`src/rtl/intr_pkg.sv`:
```
// Shared types and constants for the two-source interrupt controller.
// Latency: n/a (declarations only).
// Backpressure: n/a.
package intr_pkg;

  // Service state. SRV1_OVER2 means source 1 has preempted source 2.
  typedef enum logic [1:0] {
    IDLE       = 2'd0,
    SRV2       = 2'd1,
    SRV1       = 2'd2,
    SRV1_OVER2 = 2'd3
  } state_e;

  // Bit positions of each source in the pending/mask/in_service vectors.
  localparam int SRC1 = 0;
  localparam int SRC2 = 1;

  // Default enable mask after reset: every source disabled.
  localparam logic [1:0] MASK_RST_DFLT = 2'b00;

  // Whether a source may be dispatched from the given service state.
  // Only source 1 can preempt, and only while source 2 is being serviced.
  function automatic logic src_allowed(state_e st, int src);
    logic ok;
    ok = 1'b0;
    case (st)
      IDLE:    ok = 1'b1;
      SRV2:    ok = (src == SRC1);
      default: ok = 1'b0;
    endcase
    return ok;
  endfunction

  // in_service flags (bit0 = source 1) implied by the service state.
  function automatic logic [1:0] svc_of(state_e st);
    logic [1:0] v;
    v = 2'b00;
    case (st)
      IDLE:       v = 2'b00;
      SRV2:       v = 2'b10;
      SRV1:       v = 2'b01;
      SRV1_OVER2: v = 2'b11;
      default:    v = 2'b00;
    endcase
    return v;
  endfunction

endpackage

```
`src/rtl/intr_controller_if.sv`:
```
// Signal bundle between the control unit and the interrupt controller.
// Latency: n/a (wiring only).
// Backpressure: busy/reti from the control unit suppress dispatch for that cycle.
interface intr_controller_if;

  // Requests and control-unit status into the controller.
  logic       irq1;
  logic       irq2;
  logic       cfg_we;
  logic [1:0] cfg_data;
  logic       busy;
  logic       reti;

  // Dispatch strobes and status back to the control unit.
  logic       s_intr1;
  logic       s_intr2;
  logic       push_req;
  logic [1:0] pending;
  logic [1:0] in_service;
  logic [1:0] int_mask;
  logic       reti_err;

  // Control-unit side.
  modport master (
    output irq1, irq2, cfg_we, cfg_data, busy, reti,
    input  s_intr1, s_intr2, push_req, pending, in_service, int_mask, reti_err
  );

  // Interrupt-controller side.
  modport slave (
    input  irq1, irq2, cfg_we, cfg_data, busy, reti,
    output s_intr1, s_intr2, push_req, pending, in_service, int_mask, reti_err
  );

endinterface

```
`src/rtl/intr_pending.sv`:
```
// Rising-edge detector plus sticky pending flag for one interrupt source.
// Latency: irq rising in cycle N shows as pending in cycle N+1.
// Backpressure: pending holds until the source is dispatched; an edge coinciding with dispatch re-arms it.
module intr_pending (
  input  logic clk,
  input  logic reset,
  input  logic irq,
  input  logic dispatch,
  output logic pending
);

  logic irq_q,  irq_d;
  logic arm_q,  arm_d;
  logic pend_q, pend_d;
  logic rise;

  // Edge detect and pending update. arm_q is low for the first cycle after
  // reset so a line already high when reset drops only reloads irq_q and
  // does not count as a new request.
  always_comb begin
    irq_d  = irq;
    arm_d  = 1'b1;
    rise   = irq & ~irq_q & arm_q;
    pend_d = (pend_q & ~dispatch) | rise;
  end

  // State registers with synchronous reset.
  always_ff @(posedge clk) begin
    if (reset) begin
      irq_q  <= 1'b0;
      arm_q  <= 1'b0;
      pend_q <= 1'b0;
    end else begin
      irq_q  <= irq_d;
      arm_q  <= arm_d;
      pend_q <= pend_d;
    end
  end

  assign pending = pend_q;

endmodule

```
`src/rtl/intr_controller.sv`:
```
// Two-source prioritised interrupt controller with one level of nesting (src1 over src2).
// Latency: irq rise in cycle N -> combinational s_intrX in cycle N+1 when unblocked.
// Backpressure: busy, reti, mask or service state hold the request pending; nothing is dropped.
module intr_controller
  import intr_pkg::*;
#(
  parameter int         NUM_SRC  = 2,            // only 2 is supported
  parameter logic [1:0] MASK_RST = MASK_RST_DFLT
) (
  input logic               clk,
  input logic               reset,
  intr_controller_if.slave  bus
);

  state_e               state_q, state_d;
  logic [NUM_SRC-1:0]   mask_q, mask_d;
  logic                 reti_err_q, reti_err_d;
  logic [NUM_SRC-1:0]   pend;
  logic [NUM_SRC-1:0]   disp;
  logic                 gate;
  logic                 s1;
  logic                 s2;

  // Per-source edge detector and pending flag.
  intr_pending u_pend1 (
    .clk      (clk),
    .reset    (reset),
    .irq      (bus.irq1),
    .dispatch (disp[SRC1]),
    .pending  (pend[SRC1])
  );

  intr_pending u_pend2 (
    .clk      (clk),
    .reset    (reset),
    .irq      (bus.irq2),
    .dispatch (disp[SRC2]),
    .pending  (pend[SRC2])
  );

  // Dispatch decision: source 1 wins; nothing fires during a stack/PC
  // instruction, a return, or reset.
  always_comb begin
    gate = ~bus.busy & ~bus.reti & ~reset;
    s1   = pend[SRC1] & mask_q[SRC1] & src_allowed(state_q, SRC1) & gate;
    s2   = pend[SRC2] & mask_q[SRC2] & src_allowed(state_q, SRC2) & gate & ~s1;
    disp = '0;
    disp[SRC1] = s1;
    disp[SRC2] = s2;
  end

  // Next service state and sticky reti error. Dispatch and reti never
  // coincide because reti blocks dispatch.
  always_comb begin
    state_d    = state_q;
    reti_err_d = reti_err_q;
    case (state_q)
      IDLE: begin
        if (s1)            state_d = SRV1;
        else if (s2)       state_d = SRV2;
        else if (bus.reti) reti_err_d = 1'b1;
      end
      SRV2: begin
        if (s1)            state_d = SRV1_OVER2;
        else if (bus.reti) state_d = IDLE;
      end
      SRV1: begin
        if (bus.reti)      state_d = IDLE;
      end
      SRV1_OVER2: begin
        if (bus.reti)      state_d = SRV2;
      end
      default:             state_d = IDLE;
    endcase
  end

  // Mask register: a write lands at the next edge, so same-cycle dispatch
  // still sees the old mask.
  always_comb begin
    mask_d = mask_q;
    if (bus.cfg_we) mask_d = bus.cfg_data;
  end

  // Controller state registers with synchronous reset; reset also drops any
  // nesting so no reti is owed afterwards.
  always_ff @(posedge clk) begin
    if (reset) begin
      state_q    <= IDLE;
      mask_q     <= MASK_RST;
      reti_err_q <= 1'b0;
    end else begin
      state_q    <= state_d;
      mask_q     <= mask_d;
      reti_err_q <= reti_err_d;
    end
  end

  assign bus.s_intr1    = s1;
  assign bus.s_intr2    = s2;
  assign bus.push_req   = s1 | s2;
  assign bus.pending    = pend;
  assign bus.in_service = svc_of(state_q);
  assign bus.int_mask   = mask_q;
  assign bus.reti_err   = reti_err_q;

  // The two dispatch strobes must be mutually exclusive.
  a_onehot_dispatch: assert property (@(posedge clk) !(s1 && s2));

endmodule

```
`src/flat_wrapper.sv`:
```
// flat-port wrapper written by rule: the top's interface ports become plain ports
module intr_controller_flat import intr_pkg::*;
#(
  parameter int         NUM_SRC  = 2,                                  
  parameter logic [1:0] MASK_RST = MASK_RST_DFLT
)
  (clk, reset, bus_irq1, bus_irq2, bus_cfg_we, bus_cfg_data, bus_busy, bus_reti, bus_s_intr1, bus_s_intr2, bus_push_req, bus_pending, bus_in_service, bus_int_mask, bus_reti_err);
  intr_controller_if bus_i ();
  input logic clk;
  input logic reset;
  input wire logic [$bits(bus_i.irq1)-1:0] bus_irq1;
  input wire logic [$bits(bus_i.irq2)-1:0] bus_irq2;
  input wire logic [$bits(bus_i.cfg_we)-1:0] bus_cfg_we;
  input wire logic [$bits(bus_i.cfg_data)-1:0] bus_cfg_data;
  input wire logic [$bits(bus_i.busy)-1:0] bus_busy;
  input wire logic [$bits(bus_i.reti)-1:0] bus_reti;
  output wire logic [$bits(bus_i.s_intr1)-1:0] bus_s_intr1;
  output wire logic [$bits(bus_i.s_intr2)-1:0] bus_s_intr2;
  output wire logic [$bits(bus_i.push_req)-1:0] bus_push_req;
  output wire logic [$bits(bus_i.pending)-1:0] bus_pending;
  output wire logic [$bits(bus_i.in_service)-1:0] bus_in_service;
  output wire logic [$bits(bus_i.int_mask)-1:0] bus_int_mask;
  output wire logic [$bits(bus_i.reti_err)-1:0] bus_reti_err;
  assign bus_i.irq1 = bus_irq1;
  assign bus_i.irq2 = bus_irq2;
  assign bus_i.cfg_we = bus_cfg_we;
  assign bus_i.cfg_data = bus_cfg_data;
  assign bus_i.busy = bus_busy;
  assign bus_i.reti = bus_reti;
  assign bus_s_intr1 = bus_i.s_intr1;
  assign bus_s_intr2 = bus_i.s_intr2;
  assign bus_push_req = bus_i.push_req;
  assign bus_pending = bus_i.pending;
  assign bus_in_service = bus_i.in_service;
  assign bus_int_mask = bus_i.int_mask;
  assign bus_reti_err = bus_i.reti_err;
  intr_controller #(.NUM_SRC(NUM_SRC), .MASK_RST(MASK_RST)) u_core (.clk(clk), .reset(reset), .bus(bus_i));
endmodule
```
`config.mk`:
```
export PLATFORM = sky130hd
export DESIGN_NAME = intr_controller_flat
export DESIGN_NICKNAME = d
export VERILOG_FILES = /design/src/rtl/intr_pkg.sv /design/src/rtl/intr_controller_if.sv /design/src/rtl/intr_pending.sv /design/src/rtl/intr_controller.sv /design/src/flat_wrapper.sv
export SDC_FILE = /design/constraint.sdc
export NUM_CORES = 1
export LEC_CHECK = 0
export CORE_AREA = 2 2 39 41
export CTS_CLUSTER_DIAMETER = 60
export DETAILED_ROUTE_END_ITERATION = 16
export DIE_AREA = 0 0 41 43
export PLACE_DENSITY = 0.66
export SYNTH_ARGS = -nofsm -noshare
export SYNTH_HDL_FRONTEND = slang
export SYNTH_SLANG_ARGS = --single-unit
```
`constraint.sdc`:
```
create_clock -name clk -period 2.1 [get_ports clk]
set_input_delay 0.315 -clock clk [delete_from_list [all_inputs] [get_ports clk]]
set_output_delay 0.315 -clock clk [all_outputs]
set_load 0.005 [all_outputs]
```
# [Yosys cells after proc, flatten, opt, wreduce, memory -nomap -nowiden]
# Cells that the tools add are included.
[totals] reg_bits=10 out_inout_bits=10
[classes] n_eq_ne=5 n_mux=10 n_bitwise=25 reduce_logical=4
[ops] cell="2-bit case mux with 4 select lines" count=2
[ops] cell="1-bit AND" count=15
[ops] cell="2-bit 2-to-1 mux" count=5
[ops] cell="1-bit NOT" count=7
[ops] cell="2-bit equality test (second input constant)" count=2
[ops] cell="4-bit AND reduction" count=1
[ops] cell="1-bit 2-to-1 mux" count=3
[ops] cell="3-bit by 1-bit != test with 1-bit output (second input constant)" count=1
[ops] cell="1-bit OR" count=3
[ops] cell="2-bit by 1-bit equality test with 1-bit output (second input constant)" count=1
[ops] cell="2-bit logical NOT" count=1
[ops] cell="2-bit != test (second input constant)" count=1
[ops] cell="2-bit AND reduction" count=1
[ops] cell="2-bit OR reduction" count=1

# [Logic depth before layout (Yosys ltp)]
# Gate-level depths: netlist of run 1.
[depth] ltp_word=10 depth_mapped=4

# [Modules after synthesis]
# Synthesis of run 1 repeated with hierarchy kept, for this count alone.
[unflattened] cells_unflattened=44 hier_area_um2=415.4
[modules_own_cells] module="intr_controller" n_inst=1 cells_each=28 area_per_inst_um2=237.7 seq_area_each_um2=100.1
[modules_own_cells] module="intr_pending" n_inst=2 cells_each=8 area_per_inst_um2=88.8 seq_area_each_um2=60.1

# [Least setup slack after synthesis of run 1]
# No wires, ideal clock.
[synth_timing] path_type="input -> output" from="input port reset" to="output port bus_push_req" arrival_time_ns=1.061 t_required_ns=1.785 path_slack_ns=0.724 path_stages=3 path_buffers=1 cell_sequence="buf_2 or4_4 a21oi_1"
[synth_between] elab_chain_cells=6 word_cells_on_any_way=7 classes_between="bitwise (7)"
[synth_rtl] item="start: declaration" line_no="flat_wrapper.sv:10" text="input logic reset;"
[synth_rtl] item="1-bit NOT *" line_no="intr_controller.sv:44" text="gate = ~bus.busy & ~bus.reti & ~reset;"
[synth_rtl] item="1-bit AND *" line_no="intr_controller.sv:44"
[synth_rtl] item="1-bit AND" line_no="intr_controller.sv:45" text="s1 = pend[SRC1] & mask_q[SRC1] & src_allowed(state_q, SRC1) & gate;"
[synth_rtl] item="1-bit NOT" line_no="intr_controller.sv:46" text="s2 = pend[SRC2] & mask_q[SRC2] & src_allowed(state_q, SRC2) & gate & ~s1;"
[synth_rtl] item="1-bit AND" line_no="intr_controller.sv:46"
[synth_rtl] item="1-bit OR *" line_no="intr_controller.sv:100" text="assign bus.push_req = s1 | s2;"
[synth_rtl] item="end: declaration" line_no="flat_wrapper.sv:19" text="output wire logic [$bits(bus_i.push_req)-1:0] bus_push_req;"
# Mark *: on every way between the ends. The rest lies on a longest branch, timed or not.

# [Final worst setup path of run 1]
[layout_timing] from="input port reset" to="output port bus_s_intr2"
[layout_between] elab_chain_cells=5 word_cells_on_any_way=6 classes_between="bitwise (6)"
[layout_rtl] item="1-bit NOT *" line_no="intr_controller.sv:44"
[layout_rtl] item="1-bit AND *" line_no="intr_controller.sv:44"
[layout_rtl] item="1-bit AND" line_no="intr_controller.sv:45"
[layout_rtl] item="1-bit NOT" line_no="intr_controller.sv:46"
[layout_rtl] item="1-bit AND *" line_no="intr_controller.sv:46"
[layout_rtl] item="end: declaration" line_no="flat_wrapper.sv:18" text="output wire logic [$bits(bus_i.s_intr2)-1:0] bus_s_intr2;"
# Marks and branches as above.

==> results of run 1 <==
==> sequential cells by signal, summed over array words and instances, names as in the netlist <==
| name | flops |
|---|---|
| u_core.u_pend1.irq_q | 1 |
| u_core.bus.reti_err | 1 |
| u_core.u_pend1.pending | 1 |
| u_core.bus.int_mask | 2 |
| u_core.u_pend1.arm_q | 1 |
| u_core.u_pend2.irq_q | 1 |
| u_core.u_pend2.pending | 1 |
| u_core.state_q | 2 |
==> metal layers <==
metal  global-route usage (%)  part of all wire [%]  vias up
met5                        0                     0        -
met4                     8.00                   1.7        0
met3                     5.24                   9.7        2
met2                     18.1                    45       14
met1                     13.7                    43      172
li1                         -                     -      186
==> power by group <==
group | internal (mW) | switching (mW)
sequential | 0.199 | 0.00610
combinational | 0.0340 | 0.0192
clock | 0.106 | 0.0741
total | 0.339 | 0.0995
==> final cells by class <==
cell class / count / area, um^2
multi-input cells: 26 / 173
well taps: 16 / 20.0
repair buffers: 21 / 196
flip-flops and latches: 10 / 200
inverters: 3 / 11.3
clock buffers: 4 / 36.3
fillers: 157 / 747
==> cells in the final DEF, fill, tap and decap left out <==
master,synthesis,final
a21oi_1,3,3
a31o_1,1,1
a32o_1,1,1
buf_4,2,3
clkbuf_2,0,1
clkbuf_4,0,3
clkbuf_8,0,1
clkdlybuf4s50_1,0,13
dfxtp_1,10,10
dlygate4sd2_1,0,3
dlymetal6s2s_1,0,1
inv_1,3,3
mux2i_1,2,2
nand2_1,2,2
nand3_1,1,1
nand3b_1,1,1
nand4_1,1,1
nor2_1,4,4
nor2_4,1,1
nor2b_1,4,4
nor3b_1,1,1
nor4_2,0,1
o21ai_0,1,1
o21ai_1,1,1
or4_4,1,1
==> logic make-up after synthesis <==
kind of cell | Yosys count
buffers and inverters | 8
and+or+nand+nor | 17
muxes | 2
AOI/OAI and AO/OA | 7
DFF | 10
==> path summary, 6_finish.rpt <==
kind                             from  cells past startpoint                endpoint
hold reg to reg   u_core.bus.reti_err                      2     u_core.bus.reti_err
setup / recovery                reset                      5             bus_s_intr2
setup reg to reg    u_core.state_q[1]                      4  u_core.u_pend1.pending
hold / removal                  reset                      2  u_core.u_pend1.pending
==> metrics by stage <==
| stage | instance area (um^2) | hold slack, ns | power [mW] | setup WS, ns | util [%] |
|---|---|---|---|---|---|
| finish | 637 | 0.441 | 0.438 | 0.147 | 46.0 |
| global route | 637 | 0.459 | 0.451 | 0.0682 | 46.0 |
| CTS | 638 | 0.434 | 0.444 | 0.0325 | 46.1 |
| detailed placement | 593 | 0.474 | 0.263 | -0.155 | 42.9 |
| global placement | 593 | 0.464 | 0.262 | -0.161 | 42.9 |
| floorplan | 405 | 0.443 | 0.232 | 0.724 | - |
==> what timing repair did <==
action                                 in CTS  in global routing
resized for setup                           5                  3
endpoints found under the hold margin       0                  0
pin swaps                                   2                  2
setup buffers                               1                  0
setup endpoints to repair                   3                  2
==> critical path, stage by stage <==
cell	delay (ns)
dlygate4sd2_1	0.28
nor4_2	0.30
nand4_1	0.16
inv_1	0.09
clkdlybuf4s50_1	0.49
==> impl_metrics.yaml, run 1 <==
logic_synthesis:
  yosysSeqAreaShare_pct: 49.4
  synth_mux_area_share_pct: 4.94
  yosysTopAreaCell: "dfxtp_1"
  synth_commonest_cells: "dfxtp_1 (10), nor2_1 (4), nor2b_1 (4)"
  async_flop_share_pct: 0
  ys_types: 21
  synthXorXnorAreaFrac_pct: 0
  synth_area_per_cell_um2: 9.21
  synth_top_family_by_area: "simple AND/OR/NAND/NOR gates"
  synth.area.top_cells: "dfxtp_1 (49%), nor2b_1 (6.2%), mux2i_1 (4.9%), a21oi_1 (3.7%), buf_4 (3.7%)"
  synth_ff_type: "dfxtp_1"
  synth_fa_ha_area_share_pct: 0
  yosys.area.top_type_share_pct: 49.4
  synth_compound_area_share_pct: 10.8
  synth_edf_count: 0
  synth_nets: 53
  netlist_instances: 44
  yosysMostFrequentCell: "dfxtp_1"
  synth_seq_cells: 10
  netlist_area_um2: 405
  yosysWarnings: 0
  synthSimpleGateAreaFrac_pct: 25.3
routing:
  wirelength_um: 977
  drt-pass1-iter-count: 2
  wire_per_inst_um: 12.2
  num_vias: 374
  postRouteAntennaNets: 0
  drc_errors: 0
  drtIter0Drc: 2
  viasPerCell: 4.68
timing:
  finalSetupTns_ns: 0
  fin_worst_skew_ns: 0.000612
  fmax_mhz: 512
  finalHoldViolations: 0
  slew_headroom_pct: 82.6
  rsz0062_at_grt: "no"
  period_minus_slack_ns: 1.95
  setup_violations: 0
  fin_crit_sh_pct: 93.0
  drv_slew: 0
  worstMarginPinSlew_ns: 0.261
clock_tree:
  clk_transition_reported_paths_ns: 0.07
  clockBufferDepth: 2
  cts.sinks: 10
  ctsHoldBuffers: 0
  cts_tree: "built"
  numCtsBuffers: 3
  clk_latency_ns: 0.28
  htreeDepth: 1
  clock-root-buffer: "clkbuf_4"
setup_path:
  endpoint_kind: "output port"
  critical_path_class: "in -> out"
  worstPathMaxFanout: 4
  arrival_ns: 1.64
  start_kind: "input pin"
  required_ns: 1.78
  rrSetupSlack_ns: 0.69
global_routing:
  antenna_found_initial: 0
  grt_max_degree: 8
  grt_pass1_vias: 344
  track_usage_pct: 12.3
  grt_pass1_wl_um: 1390
  overflow: 0
floorplanning:
  die_y_um: 43
  die_area_um2: 1760
  rows: 14
  start_util_pct: 29.3
  die-width_um: 41
  ioPinCount: 19
  core-area_um2: 1380
pwr:
  vdd_drop_max_mv: 0.322
  power.static_leakage_nw: 0.272
  powerDensity_nw_per_um2: 688
finish:
  antenna_cells: 0
  nNetsFinal: 74
  drive_gt1_share_pct: 17.2
  final_cells: 80
  area_growth_pct: 57.1
placement:
  port_buffers: 18
  dp.cells: 75
  hpwl_um: 669
  globalplace.congestion: 0.737
run:
  drv_cap: 0
worst_hold_path:
  hold_class: "in -> reg"
run_status:
  outcome: "completed"
(Power assumes the default switching activity.)
==> inputs of run 2 (changes only) <==
--- a/config.mk
+++ b/config.mk
@@ -10,6 +10,7 @@
 export DETAILED_ROUTE_END_ITERATION = 16
 export DIE_AREA = 0 0 41 43
 export PLACE_DENSITY = 0.66
+export REMOVE_ABC_BUFFERS = 1
 export SYNTH_ARGS = -nofsm -noshare
 export SYNTH_HDL_FRONTEND = slang
 export SYNTH_SLANG_ARGS = --single-unit
==> impl_metrics.yaml, run 2 (synthesized netlist as in run 1, its figures left out) <==
clock_tree:
  cts.sinks: 10
  cts_tree: "built"
  clock-root-buffer: "clkbuf_4"
  clk_transition_reported_paths_ns: 0.07
  htreeDepth: 1
  clockBufferDepth: 2
  cts_setup_buffers: 0
  clk_latency_ns: 0.26
  numCtsBuffers: 3
  ctsHoldBuffers: 0
floorplanning:
  start_util_pct: 29.3
  ioPinCount: 19
  core-area_um2: 1380
  die_area_um2: 1760
  rows: 14
  die_y_um: 43
  die-width_um: 41
run:
  drv_cap: 0
timing:
  period_minus_slack_ns: 1.97
  drv_slew: 0
  fin_ws_ns: 0.127
  slew_headroom_pct: 83.3
  holdWs_ns: 0.490
  fmax_mhz: 507
  finalHoldViolations: 0
  fin_worst_skew_ns: 0.00492
  setup_violations: 0
  fin_crit_sh_pct: 94.0
  worstMarginPinSlew_ns: 0.248
  finalSetupTns_ns: 0
  rsz0062_at_grt: "no"
placement:
  hpwl_um: 683
  globalplace.congestion: 0.753
  dp_slack_ns: -0.154
  port_buffers: 18
pwr:
  clkPwrFrac_pct: 39.9
  switching_share_pct: 21.8
  seq_power_share_pct: 46.9
  p_switching_uw: 95.6
  power_frac_comb_pct: 13.2
  p_int_uw: 342
  powerDensity_nw_per_um2: 658
  vdd_drop_max_mv: 0.396
  power.static_leakage_nw: 0.284
setup_path:
  start_kind: "input pin"
  ff2ff_path_depth: 4
  worstPathMaxFanout: 3
  endpoint_kind: "output port"
  r2r_end: "u_core.state_q[1]"
  rrSetupSlack_ns: 0.82
  critical_path_class: "in -> out"
  timing.critical_path.from: "bus_busy"
  r2r_start: "u_core.state_q[1]"
  required_ns: 1.78
  arrival_ns: 1.66
  crit_path_end: "bus_push_req"
routing:
  dr_wl_met2_um: 406
  wire_per_inst_um: 10.4
  drc_errors: 0
  viasPerCell: 4.58
  num_vias: 380
  met3_length_um: 63
  drtIter0Drc: 3
  top_layer: "met3"
  drt-pass1-iter-count: 2
  drt-met1-wl_um: 390
  wirelength_um: 860
  postRouteAntennaNets: 0
global_routing:
  track_usage_pct: 11.6
  grt_pass1_vias: 358
  overflow: 0
  grt_max_degree: 7
  antenna_found_initial: 0
  grt_pass1_wl_um: 1390
worst_hold_path:
  hold_class: "reg -> reg"
run_status:
  outcome: "completed"
finish:
  fillers: 143
  mostFrequentLayoutCells: "clkdlybuf4s50_1 (15), dfxtp_1 (10), buf_4 (6)"
  nNetsFinal: 77
  area_growth_pct: 64.2
  layout_commonest_cell: "clkdlybuf4s50_1"
  drive_gt1_share_pct: 20.9
  antenna_cells: 0
  final_util_pct: 48.1
run 2: repair_timing:
| action | CTS | global route |
|---|---|---|
| endpoints found under the setup margin | 3 | 0 |
| gates resized for setup | 5 | 0 |
| endpoints found under the hold margin | 0 | 0 |
run 2: worst max-delay path, stage by stage:
cell and delay [ns]:
clkdlybuf4s50_1 0.43, or4_4 0.56, a21oi_2 0.12, dlygate4sd2_1 0.23
run 2: per-layer routing:
layer  track usage [%]  up-vias
li1                  -      190
met1              14.1      177
met2              17.8       13
met3              3.14        0
met5                 0        -
met4              6.00        0
run 2: cell type report:
class                   count  area (um^2)  share of cell area [%]
flip-flops and latches     10          200                    30.1
multi-input cells          26          176                    26.5
inverters                   3         11.3                    1.69
clock buffers               4         36.3                    5.45
repair buffers             24          221                    33.3
well taps                  16         20.0                    3.01
run 2: through the flow:
stage / power (mW) / std cells / cell area [um^2]
5_1_grt: 0.452 / 83 / 666
3_3_place_gp: 0.266 / 79 / 623
2_1_floorplan: 0.226 / 39 / 378
3_5_place_dp: 0.267 / 79 / 623
6_report: 0.438 / 83 / 666
4_1_cts: 0.441 / 83 / 666
run 2: worst min-delay path by stage:
stage	startpoint	to	slack (ns)	cells after the start
floorplan	reset	u_core.state_q[0]	0.38	1
global placement	u_core.bus.reti_err	u_core.bus.reti_err	0.46	2
detailed placement	u_core.bus.reti_err	u_core.bus.reti_err	0.47	2
CTS	u_core.bus.reti_err	u_core.bus.reti_err	0.49	2
global route	u_core.u_pend1.arm_q	u_core.u_pend1.pending	0.51	2
finish	u_core.u_pend1.arm_q	u_core.u_pend1.pending	0.49	2
run 2: power by group through the flow:
stage	Sequential (mW)	Clock (mW)	Combinational, mW
floorplan	0.209	0	0.0165
global route	0.206	0.183	0.0632
CTS	0.205	0.178	0.0584
global placement	0.209	0	0.0565
detailed placement	0.209	0	0.0572
finish	0.205	0.175	0.0577
==> inputs of run 3 (changes only) <==
--- a/config.mk
+++ b/config.mk
@@ -5,6 +5,7 @@
 export SDC_FILE = /design/constraint.sdc
 export NUM_CORES = 1
 export LEC_CHECK = 0
+export ABC_CLOCK_PERIOD_IN_PS = 2100
 export CORE_AREA = 2 2 39 41
 export CTS_CLUSTER_DIAMETER = 60
 export DETAILED_ROUTE_END_ITERATION = 16
==> results of run 3 <==
Final layout, timing and power as in run 2 (identical DEF).
